<file path="config.mk">
export PLATFORM = sky130hd
export DESIGN_NAME = hack_divider_mmio
export DESIGN_NICKNAME = d
export VERILOG_FILES = /design/src/rtl/hack_divider_mmio.sv
export SDC_FILE = /design/constraint.sdc
export NUM_CORES = 1
export LEC_CHECK = 0
export BUFFER_PORTS_ARGS = -buffer_cell sky130_fd_sc_hd__clkbuf_2
export CAP_MARGIN = 10
export CORE_ASPECT_RATIO = 0.9
export CORE_MARGIN = 8
export CORE_UTILIZATION = 50
export DETAILED_ROUTE_END_ITERATION = 12
export PLACE_DENSITY = 0.72
export SYNTH_ARGS = -nofsm -noshare
export SYNTH_HDL_FRONTEND = slang
export SYNTH_SLANG_ARGS = --single-unit
</file>
<file path="constraint.sdc">
create_clock -name clk -period 3.9 [get_ports clk]
set_input_delay 0.195 -clock clk [delete_from_list [all_inputs] [get_ports clk]]
set_output_delay 0.195 -clock clk [all_outputs]
set_load 0.1 [all_outputs]
</file>
<file path="src/rtl/hack_divider_mmio.sv">
// Memory-mapped iterative signed divider for the Hack data bus.
// Euclidean quotient/remainder via 16-step restoring division with sign fix-up.
module hack_divider_mmio #(
  parameter logic [14:0] BASE_ADDR = 15'h6010
) (
  input  logic        clk,
  input  logic        reset,
  input  logic [14:0] addrM,
  input  logic [15:0] outM,
  input  logic        writeM,
  output logic        sel,
  output logic [15:0] rdata,
  output logic        busy
);

  typedef enum logic [1:0] {S_IDLE, S_LOAD, S_ITER, S_FIX} state_t;

  state_t      state_reg, state_next;
  logic [15:0] dividend_reg, divisor_reg, quotient_reg, remainder_reg;
  logic        done_reg, dz_reg, ovf_reg;
  logic        sign_a_reg, sign_b_reg;
  logic [15:0] b_abs_reg;
  logic [15:0] work_reg;   // dividend bits shift out the top, quotient bits in the bottom
  logic [15:0] prem_reg;
  logic [3:0]  cnt_reg;

  logic [14:0] offset;
  logic [4:0]  wr_hit;
  logic        start_req;

  // Addresses below the base wrap to a large offset, so one compare covers both bounds.
  assign offset = addrM - BASE_ADDR;
  assign sel    = (offset < 15'd5);
  assign busy   = (state_reg != S_IDLE);

  genvar gi;
  generate
    for (gi = 0; gi < 5; gi++) begin : g_wr
      assign wr_hit[gi] = writeM && (offset == 15'(gi));
    end
  endgenerate

  assign start_req = wr_hit[4] && outM[0];

  always_comb begin
    rdata = 16'd0;
    case (offset)
      15'd0: rdata = dividend_reg;
      15'd1: rdata = divisor_reg;
      15'd2: rdata = quotient_reg;
      15'd3: rdata = remainder_reg;
      15'd4: rdata = {12'd0, ovf_reg, dz_reg, done_reg, busy};
      default: rdata = 16'd0;
    endcase
  end

  always_ff @(posedge clk) begin
    if (reset) state_reg <= S_IDLE;
    else       state_reg <= state_next;
  end

  always_comb begin
    state_next = state_reg;
    case (state_reg)
      S_IDLE: if (start_req) state_next = S_LOAD;
      S_LOAD: state_next = S_ITER;
      S_ITER: if (cnt_reg == 4'd0) state_next = S_FIX;
      S_FIX:  state_next = S_IDLE;
      default: state_next = S_IDLE;
    endcase
  end

  // Restoring step on a 17-bit trial remainder.
  logic [16:0] trial, diff;
  logic        ge;
  assign trial = {prem_reg, work_reg[15]};
  assign diff  = trial - {1'b0, b_abs_reg};
  assign ge    = (trial >= {1'b0, b_abs_reg});

  // Sign correction applied on the FIX edge; q0 = work_reg, r0 = prem_reg.
  logic [15:0] q_fix, r_fix, q0_inc;
  logic        ovf_fix;
  always_comb begin
    q_fix   = work_reg;
    r_fix   = prem_reg;
    ovf_fix = 1'b0;
    q0_inc  = work_reg + 16'd1;
    if (dz_reg) begin
      q_fix = 16'd0;
      r_fix = 16'h7FFF;
    end else if (sign_a_reg && (prem_reg != 16'd0)) begin
      q_fix = sign_b_reg ? q0_inc : (16'd0 - q0_inc);
      r_fix = b_abs_reg - prem_reg;
    end else begin
      q_fix   = (sign_a_reg ^ sign_b_reg) ? (16'd0 - work_reg) : work_reg;
      // Only -32768 / -1 yields a positive quotient with bit 15 set.
      ovf_fix = !(sign_a_reg ^ sign_b_reg) && work_reg[15];
    end
  end

  always_ff @(posedge clk) begin
    if (reset) begin
      dividend_reg  <= 16'd0;
      divisor_reg   <= 16'd0;
      quotient_reg  <= 16'd0;
      remainder_reg <= 16'd0;
      done_reg      <= 1'b0;
      dz_reg        <= 1'b0;
      ovf_reg       <= 1'b0;
      sign_a_reg    <= 1'b0;
      sign_b_reg    <= 1'b0;
      b_abs_reg     <= 16'd0;
      work_reg      <= 16'd0;
      prem_reg      <= 16'd0;
      cnt_reg       <= 4'd0;
    end else begin
      case (state_reg)
        S_IDLE: begin
          if (wr_hit[0]) dividend_reg <= outM;
          if (wr_hit[1]) divisor_reg  <= outM;
          if (start_req) begin
            done_reg <= 1'b0;
            dz_reg   <= 1'b0;
            ovf_reg  <= 1'b0;
          end
        end
        S_LOAD: begin
          sign_a_reg <= dividend_reg[15];
          sign_b_reg <= divisor_reg[15];
          work_reg   <= dividend_reg[15] ? (16'd0 - dividend_reg) : dividend_reg;
          b_abs_reg  <= divisor_reg[15] ? (16'd0 - divisor_reg) : divisor_reg;
          dz_reg     <= (divisor_reg == 16'd0);
          prem_reg   <= 16'd0;
          cnt_reg    <= 4'd15;
        end
        S_ITER: begin
          prem_reg <= ge ? diff[15:0] : trial[15:0];
          work_reg <= {work_reg[14:0], ge};
          cnt_reg  <= cnt_reg - 4'd1;
        end
        S_FIX: begin
          quotient_reg  <= q_fix;
          remainder_reg <= r_fix;
          ovf_reg       <= ovf_fix;
          done_reg      <= 1'b1;
        end
        default: ;
      endcase
    end
  end

endmodule

</file>
==> results of run 1 <==
## how the worst min path moves through the flow
stage	startpoint	slack [ps]	cells after the start	to
2_1_floorplan	outM[0]	340	2	dividend_reg[0]$_SDFFE_PP0P_
3_3_place_gp	reset	440	2	dividend_reg[0]$_SDFFE_PP0P_
3_5_place_dp	outM[15]	440	3	divisor_reg[15]$_SDFFE_PP0P_
4_1_cts	outM[11]	3	3	dividend_reg[11]$_SDFFE_PP0P_
5_1_grt	outM[8]	20	3	dividend_reg[8]$_SDFFE_PP0P_
6_report	outM[10]	10	3	dividend_reg[10]$_SDFFE_PP0P_
## power by group through the flow
stage	logic, W	clock network (W)	registers, W
floorplan	0.00224	0	0.00141
CTS	0.00271	0.00158	0.00144
global placement	0.00268	0	0.00147
finish	0.00275	0.00157	0.00144
detailed placement	0.00269	0	0.00147
global route	0.00302	0.00164	0.00146
## cell families (layout without fill, tap and decap cells)
kind of cell | Yosys count | after routing | share of synthesized area
buf+inv | 137 | 161 | 0.0626
compound gates | 296 | 296 | 0.219
fa+ha+maj | 45 | 45 | 0.0648
simple gates | 407 | 407 | 0.216
xor+xnor | 81 | 81 | 0.0795
mux | 53 | 53 | 0.0820
flops | 123 | 123 | 0.276
## metal layers
layer / up-vias / global-route usage
met3: 28 / 0.0634
met2: 385 / 0.351
met4: 0 / 0.0596
met5: - / 0
li1: 4101 / -
met1: 4022 / 0.334
## critical path, cell delays in order, from the launching register on
cell and delay (ps):
dfxtp_1 660, ha_1 540, nand3_4 230, nor3_1 490, a31oi_1 190, a211oi_1 370, a31oi_1 170, xor2_1 170
o21ai_1 90, nand4_1 120, o221ai_1 110
## cell usage after synthesis, drive strengths merged (9+ instances only)
cell,number,area share
ha,43,0.060
o21ai,73,0.041
nand4,12,0.0091
nor3,22,0.013
xnor2,42,0.041
nor4,18,0.014
buf,29,0.017
mux2i,36,0.040
mux4,16,0.040
or3,14,0.0098
nor2,118,0.052
a21o,12,0.010
clkbuf,47,0.020
nand2,140,0.059
inv,60,0.025
a211oi,24,0.020
a21oi,79,0.045
and2,18,0.013
o31ai,9,0.0076
dfxtp,123,0.28
nand2b,11,0.0077
xor2,39,0.038
nand3,24,0.015
## cell type report
class / instances / share of cell area
flip-flops and latches: 123 / 0.249
multi-input cells: 882 / 0.599
inverters: 61 / 0.0232
clock buffers: 17 / 0.0431
repair buffers: 68 / 0.0393
well taps: 240 / 0.0304
clock inverters: 15 / 0.0156
## per-stage QoR
stage | util | power, W | cells
2_1_floorplan | - | 0.00365 | 1142
3_3_place_gp | 0.528 | 0.00414 | 1372
3_5_place_dp | 0.528 | 0.00416 | 1372
4_1_cts | 0.562 | 0.00574 | 1405
5_1_grt | 0.562 | 0.00612 | 1406
6_report | 0.562 | 0.00576 | 1406
==> qor.yml, run 1 <==
slew_violations: 0
ant_nets: 0
hold_viol_final: 0
grt_usage: 0.237
drt_iter0_markers: 904
cts_root_buffer: "clkbuf_16"
cts.sinks: 123
htreeDepth: 4
syn_inst: 1142
worst_slack_ps: 579
p_seq_frac: 0.251
finalSetupViolCount: 0
cts_hold_buf: 1
period_share: 0.852
top_signal_layer_used: "met4"
place_congestion: 0.903
dr.pass1.iters: 6
cts_tree: "done"
synth-edff-count: 0
synth_nets: 1221
drive_above_1_share: 0.119
wl_per_cell_um: 18.8
final-seq-area_um2: 2460
whs_ps: 10.6
viasPerCell: 6.07
fin_area_um2: 9870
die_h_um: 143
critPathKind: "flip-flop to flip-flop"
io_pins: 52
p_leak_nw: 3.71
multi_input_area_um2: 5910
setup.worst_path.start: "work_reg[0]$_SDFFE_PP0P_"
yosysUniqueCellTypes: 80
cp_max_fo: 17
cts_setup_buffers: 0
power-per-cell-area_nw_per_um2: 584
vdd_drop_max_mv: 0.455
dp_slack_ps: 706
cts_resized: 0
async_flop_share: 0
switchingPower_w: 0.00227
clockPowerShare: 0.272
seq_area_frac_synth: 0.276
syn2layout_area_growth_pct: 10.6
fin_nets: 1232
clkLatencyLatePin_ps: 430
relSlewSlack: 0.292
numPortBuffers: 51
synthesis.area_um2: 8930
fin_skew_ps: 7.92
critPathCaptureType: "flip-flop"
rr_startpoint: "work_reg[0]$_SDFFE_PP0P_"
initial_core_util: 0.509
fp.dieArea_um2: 22400
ys_ff_latch: 123
internal_power_w: 0.00349
final_common_cell: "nand2_1"
num-fill-cells: 1642
hold_path_class: "input pin to flip-flop"
synth.avg_cell_area_um2: 7.82
fp.coreArea_um2: 17600
dr_wl_met2_mm: 11.3
grt_max_degree: 100
rrSetupSlack_ps: 580
rows: 46
worst_pin_slew_ps: 1060
synth_top_flop_cell: "dfxtp_1"
cap_viol_max_count: 0
totalWireLength_mm: 26.5
fin_crit_ps: 3320
cp.required_ps: 4170
grt_pass1_vias: 7870
diodes: 0
arrival_ps: 3590
worst_r2r_endpoint: "quotient_reg[14]$_SDFFE_PP0P_"
wl_met3_mm: 2.64
grt_overflow: 0
dpl_cell_area_um2: 9280
numCtsBuffers: 17
rsz0062_at_grt: "false"
tns_ps: 0
status: "finished clean"
dr_total_vias: 8536
ff2ff_path_depth: 10
ys_warn_count: 0
wl_met1_mm: 12.2
die_w_um: 157
p_comb_frac: 0.477
grt_pass1_wl_mm: 42.2
clk_pin_slew_worst_paths_ps: 60
swShare: 0.394
hpwl_mm: 19.4
max_freq_mhz: 301
grt_antenna_before_repair: 0
drcViolationCount: 0
cts_buffer_depth: 2
final_cell_mix: "140 x nand2_1, 123 x dfxtp_1, 115 x nor2_1, 78 x a21oi_1, 69 x o21ai_0"
start_kind: "flip-flop"
setup.worst_path.end: "quotient_reg[14]$_SDFFE_PP0P_"
Power figures use the tool's default switching activity.
==> run 2: changes to the inputs <==
Settings changed: CTS_BUF_LIST from default to sky130_fd_sc_hd__clkbuf_4 sky130_fd_sc_hd__clkbuf_8 sky130_fd_sc_hd__clkbuf_16, PLACE_DENSITY 0.72 to 0.67.
==> run 2 against run 1 <==
  * Design area up 0.56%
  * Setup slack gained 27 ps
  * First-iteration DRC count fell by 7.5%
  * Critical path type unchanged
==> qor.yml, run 2 (synthesis results as in run 1) <==
status: "finished clean"
finalSetupViolCount: 0  # unchanged
wl_per_cell_um: 18.8  # about the same
final_cell_mix: "140 x nand2_1, 123 x dfxtp_1, 115 x nor2_1, 78 x a21oi_1, 69 x o21ai_0"
slowest_stage: "dfxtp_1"
dr.pass1.iters: 7  # +1
fp.dieArea_um2: 22400  # unchanged
final_common_cell: "nand2_1"
worst_slack_ps: 606  # +26.8 ps
tns_ps: 0  # unchanged
worst_r2r_endpoint: "quotient_reg[14]$_SDFFE_PP0P_"
rr_startpoint: "work_reg[0]$_SDFFE_PP0P_"
start_kind: "flip-flop"
dp.cells: 1375  # +0.22%
worstHoldStart: "outM[6]"
dpl_cell_area_um2: 9300  # +0.24%
cts_root_buffer: "clkbuf_16"
grt_overflow: 0  # unchanged
syn2layout_area_growth_pct: 11.2
cp_max_fo: 17  # unchanged
worst_pin_slew_ps: 998  # -63.5 ps
grt_pass1_wl_mm: 42.5  # +0.75%
relSlewSlack: 0.335  # +0.0423
grt_pass1_vias: 7759  # -1.4%
period_share: 0.845  # -0.00688
io_pins: 52  # unchanged
hold_viol_final: 0  # unchanged
hpwl_mm: 19.4  # -0.25%
vdd_drop_max_mv: 0.513  # +13%
whs_ps: 8.91  # -1.70 ps
drt_iter0_markers: 836  # -7.5%
numCtsBuffers: 17  # unchanged
ff2ff_path_depth: 10  # unchanged
viasPerCell: 6.07  # about the same
holdPathStages: 3  # unchanged
cp_cell_sequence: "ha_1, nand3_4, nor3_1, a31oi_1, a211oi_1, a31oi_1, xor2_1, o21ai_1, nand4_1, o221ai_1"
holdPathEnd: "divisor_reg[6]$_SDFFE_PP0P_"
dr_total_vias: 8564  # +0.33%
cap_viol_max_count: 0  # unchanged
num-fill-cells: 1667  # +1.5%
die_h_um: 143  # unchanged
fin_area_um2: 9930  # +0.56%
initial_core_util: 0.509  # unchanged
cpMostUsedCell: "a31oi_1"
cp_top_family: "compound AO/OA/AOI/OAI gates"
clkLatencyLatePin_ps: 430  # about the same
diodes: 0  # unchanged
rows: 46  # unchanged
fin_crit_ps: 3290  # -26.8 ps
final-seq-area_um2: 2460  # unchanged
cts.sinks: 123  # unchanged
cts_resized: 0  # unchanged
arrival_ps: 3570  # -20 ps
ant_nets: 0  # unchanged
totalWireLength_mm: 26.6  # +0.42%
grt_antenna_before_repair: 0  # unchanged
drcViolationCount: 0  # unchanged
grt_max_degree: 94  # -6.0%
numPortBuffers: 51  # unchanged
cts_tree: "done"
max_freq_mhz: 304  # +0.81%
dp_slack_ps: 724  # +18.1 ps
drive_above_1_share: 0.120  # +0.00120
max_stage_delay_ps: 650  # about the same
fp.coreArea_um2: 17600  # unchanged
cp.required_ps: 4170  # about the same
hold_path_class: "input pin to flip-flop"
fin_skew_ps: 14.3  # +6.39 ps
multi_input_area_um2: 5910  # unchanged
grt_usage: 0.242  # +0.00442
die_w_um: 157  # unchanged
fin_nets: 1237  # +0.41%
critPathKind: "flip-flop to flip-flop"
stdcell_count: 1411  # +0.36%
rrSetupSlack_ps: 610  # +30 ps
place_congestion: 0.898  # -0.52%
rsz0062_at_grt: "false"
critPathBufInv: 0  # unchanged
critPathCaptureType: "flip-flop"
slew_violations: 0  # unchanged
power-per-cell-area_nw_per_um2: 584  # about the same
cts_buffer_depth: 2  # unchanged
clk_pin_slew_worst_paths_ps: 70  # about the same
p_leak_nw: 3.75  # +1.0%
htreeDepth: 4  # unchanged
-- run 2: area by class of cell --
type,instances,area share
multi-input combinational,882,0.596
sequential,123,0.248
clock buffer,18,0.0442
timing repair buffer,73,0.0436
tap,240,0.0302
inverter,61,0.0231
clock inverter,14,0.0151
-- run 2: power by group --
group,switching (W),internal [W]
combinational,0.00150,0.00126
sequential,0.000109,0.00133
clock,0.000677,0.000920
-- run 2: layer usage --
metal / share of wire / track usage / routed length, um
met5: 0 / 0 / 0
met4: 0.018 / 0.0763 / 481
met3: 0.090 / 0.0631 / 2380
met1: 0.47 / 0.349 / 12500
met2: 0.42 / 0.340 / 11200
-- run 2: how the worst max path moves through the flow --
stage                                        start                       endpoint  slack, ps  depth (start not counted)
after global routing      work_reg[0]$_SDFFE_PP0P_  quotient_reg[14]$_SDFFE_PP0P_        350                         10
after CTS                 work_reg[0]$_SDFFE_PP0P_  quotient_reg[14]$_SDFFE_PP0P_        700                         10
after detailed placement  work_reg[0]$_SDFFE_PP0P_  quotient_reg[14]$_SDFFE_PP0P_        720                         10
after global placement    work_reg[0]$_SDFFE_PP0P_  quotient_reg[14]$_SDFFE_PP0P_        790                         10
final                     work_reg[0]$_SDFFE_PP0P_  quotient_reg[14]$_SDFFE_PP0P_        610                         10
after floorplan                           addrM[4]                      rdata[10]       1190                          9
-- run 2: stage by stage --
step / total power, W / utilization
floorplan: 0.00365 / -
global placement: 0.00416 / 0.530
detailed placement: 0.00416 / 0.530
CTS: 0.00576 / 0.566
global route: 0.00614 / 0.566
finish: 0.00580 / 0.566
-- run 2: worst register-to-register path: cells and delay by family (launching register included) --
| family | cells | cell delay, ps |
|---|---|---|
| adder cells (fa/ha/maj) | 1 | 530 |
| flip-flops | 1 | 650 |
| AO/OA/AOI/OAI | 5 | 960 |
| AND/OR/NAND/NOR | 3 | 830 |
| XOR/XNOR | 1 | 170 |
-- run 2: timing repair --
item,4_1_cts,5_1_grt
hold endpoints to repair,4,0
endpoints found under the setup margin,0,0
buffers inserted,0,0
hold buffers,4,0
==> run 3: changes to the inputs <==
Clock period 3.9 ns to 3.25 ns, I/O delays scaled along.
==> run 3 against run 2 <==
  * Worst hold slack better by 15 ps
  * Critical path depth up 2
  * Global-route usage up 0.71 points
  * Sequential power up 17%
  * Via count up 3.0%
  * First-iteration DRC count up 20%
  * Fmax up 5.8%
  * Register-to-register slack worse by 470 ps
  * Largest power group unchanged
  * Power up 21%
  * Setup slack worse by 470 ps
  * Design area up 5.5%
==> qor.yml, run 3 (synthesis results as in run 1) <==
grt_overflow: 0  # unchanged
final_common_cell: "nand2_1"
grt_pass1_wl_mm: 43.9  # +3.3%
syn2layout_area_growth_pct: 17.3
relSlewSlack: 0.447  # +0.112
rr_startpoint: "prem_reg[1]$_SDFFE_PP0P_"
fin_area_um2: 10500  # +5.5%
max_freq_mhz: 321  # +5.8%
start_kind: "flip-flop"
cts_buffer_depth: 2  # unchanged
worstHoldStart: "outM[5]"
ff2ff_path_depth: 12  # +2
cts.sinks: 123  # unchanged
drive_above_1_share: 0.145  # +0.0249
setup.worst_path.start: "prem_reg[1]$_SDFFE_PP0P_"
cp.required_ps: 3560  # -610 ps
clkLatencyLatePin_ps: 430  # about the same
hpwl_mm: 20.2  # +4.2%
cp_max_fo: 5  # -12
hold_viol_final: 0  # unchanged
totalWireLength_mm: 27.7  # +4.2%
grt_pass1_vias: 8027  # +3.5%
finish.utilization: 0.596  # +0.0309
worst_pin_slew_ps: 830  # -168 ps
wl_met3_mm: 2.47  # +3.7%
rrSetupSlack_ps: 140  # -470 ps
slew_violations: 0  # unchanged
diodes: 0  # unchanged
arrival_ps: 3420  # -150 ps
num-fill-cells: 1580  # -5.2%
holdPathEnd: "divisor_reg[5]$_SDFFE_PP0P_"
numPortBuffers: 51  # unchanged
grt_antenna_before_repair: 0  # unchanged
fin_skew_ps: 11.5  # -2.84 ps
rows: 46  # unchanged
cts_setup_buffers: 0  # unchanged
ant_nets: 0  # unchanged
top_signal_layer_used: "met4"
dr_wl_met2_mm: 11.9  # +6.1%
period_share: 0.958  # +0.114
initial_core_util: 0.509  # unchanged
vdd_drop_max_mv: 0.597  # +16%
multi_input_area_um2: 5930  # +0.23%
viasPerCell: 6.08  # +0.15%
io_pins: 52  # unchanged
dr_total_vias: 8820  # +3.0%
finalSetupViolCount: 0  # unchanged
p_leak_nw: 3.99  # +6.5%
critPathCaptureType: "flip-flop"
status: "finished clean"
die_h_um: 143  # unchanged
grt_max_degree: 55  # -41%
place_congestion: 0.927  # +3.2%
htreeDepth: 4  # unchanged
cap_viol_max_count: 0  # unchanged
drcViolationCount: 0  # unchanged
wl_per_cell_um: 19.1  # +1.4%
cts_tree: "done"
drt_iter0_markers: 1003  # +20%
final_cell_mix: "140 x nand2_1, 123 x dfxtp_1, 115 x nor2_1, 78 x a21oi_1, 68 x o21ai_0"
cts_root_buffer: "clkbuf_16"
final-seq-area_um2: 2460  # unchanged
power-per-cell-area_nw_per_um2: 673  # +15%
fin_crit_ps: 3110  # -180 ps
fp.coreArea_um2: 17600  # unchanged
hold_path_class: "input pin to flip-flop"
numCtsBuffers: 17  # unchanged
worst_r2r_endpoint: "remainder_reg[15]$_SDFFE_PP0P_"
die_w_um: 157  # unchanged
grt_usage: 0.249  # +0.00714
wl_met1_mm: 12.9  # +2.8%
holdPathStages: 3  # unchanged
dpl_cell_area_um2: 9790  # +5.3%
fin_nets: 1277  # +3.2%
critPathKind: "flip-flop to flip-flop"
clk_pin_slew_worst_paths_ps: 60  # about the same
dr.pass1.iters: 5  # -2
fp.dieArea_um2: 22400  # unchanged
## run 3: cell count changes in the layout (fill, tap and decap cells not counted), moves of 2 or more
cell / previous run / this run
buf_4: 19 / 53
dlygate4sd3_1: 4 / 10
clkbuf_2: 50 / 34
inv_8: 3 / 1
buf_12: 0 / 16
inv_6: 5 / 8
## run 3: where the power goes
part	internal, W	switching (W)	total, W	leakage [nW]
Sequential	0.00160	0.0000862	0.00169	0.991
Clock	0.00102	0.000808	0.00183	0.272
Combinational	0.00163	0.00190	0.00353	2.73
## run 3: repair_timing
action,CTS,global route
hold buffers,9,1
gates resized for setup,0,4
endpoints found under the hold margin,16,1
endpoints found under the setup margin,0,16
## run 3: metrics by stage
stage	total power, W	instances	setup TNS (ps)	hold slack (ps)	setup WS (ps)
3_5_place_dp	0.00511	1409	0	410	166
2_1_floorplan	0.00438	1142	0	303	601
3_3_place_gp	0.00510	1409	0	407	151
6_report	0.00705	1451	0	23.9	136
5_1_grt	0.00747	1451	-9.09	1.30	-9.09
4_1_cts	0.00696	1450	0	2.70	57.9
## run 3: how the worst max path moves through the flow
stage	cells past startpoint	slack [ps]	to
after global placement	11	150	remainder_reg[15]$_SDFFE_PP0P_
after global routing	12	-9	remainder_reg[15]$_SDFFE_PP0P_
after detailed placement	11	170	prem_reg[0]$_SDFFE_PP0P_
after floorplan	9	600	rdata[10]
final	12	140	remainder_reg[15]$_SDFFE_PP0P_
after CTS	11	60	remainder_reg[15]$_SDFFE_PP0P_
## run 3: layout make-up
| cell class | count | share of cell area |
|---|---|---|
| inverter | 61 | 0.0219 |
| multi-input combinational | 882 | 0.566 |
| clock inverter | 14 | 0.0117 |
| clock buffer | 18 | 0.0420 |
| tap | 240 | 0.0287 |
| sequential | 123 | 0.235 |
| timing repair buffer | 113 | 0.0944 |
## run 3: metal layers
layer | track usage | vias to the layer above
met5 | 0 | -
met4 | 0.0581 | 0
met3 | 0.0571 | 45
met2 | 0.375 | 376
met1 | 0.352 | 4199
li1 | - | 4200
## run 3: critical path, stage by stage (launching register included)
cell and delay [ps]:
dfxtp_1 340, buf_4 160, inv_1 60, ha_1 260, nor2b_1 150, o2111ai_1 330
nor4bb_2 490, o31ai_1 190, o41ai_1 450, mux2i_1 270, xor2_1 90, a22oi_1 160
nor2_1 50
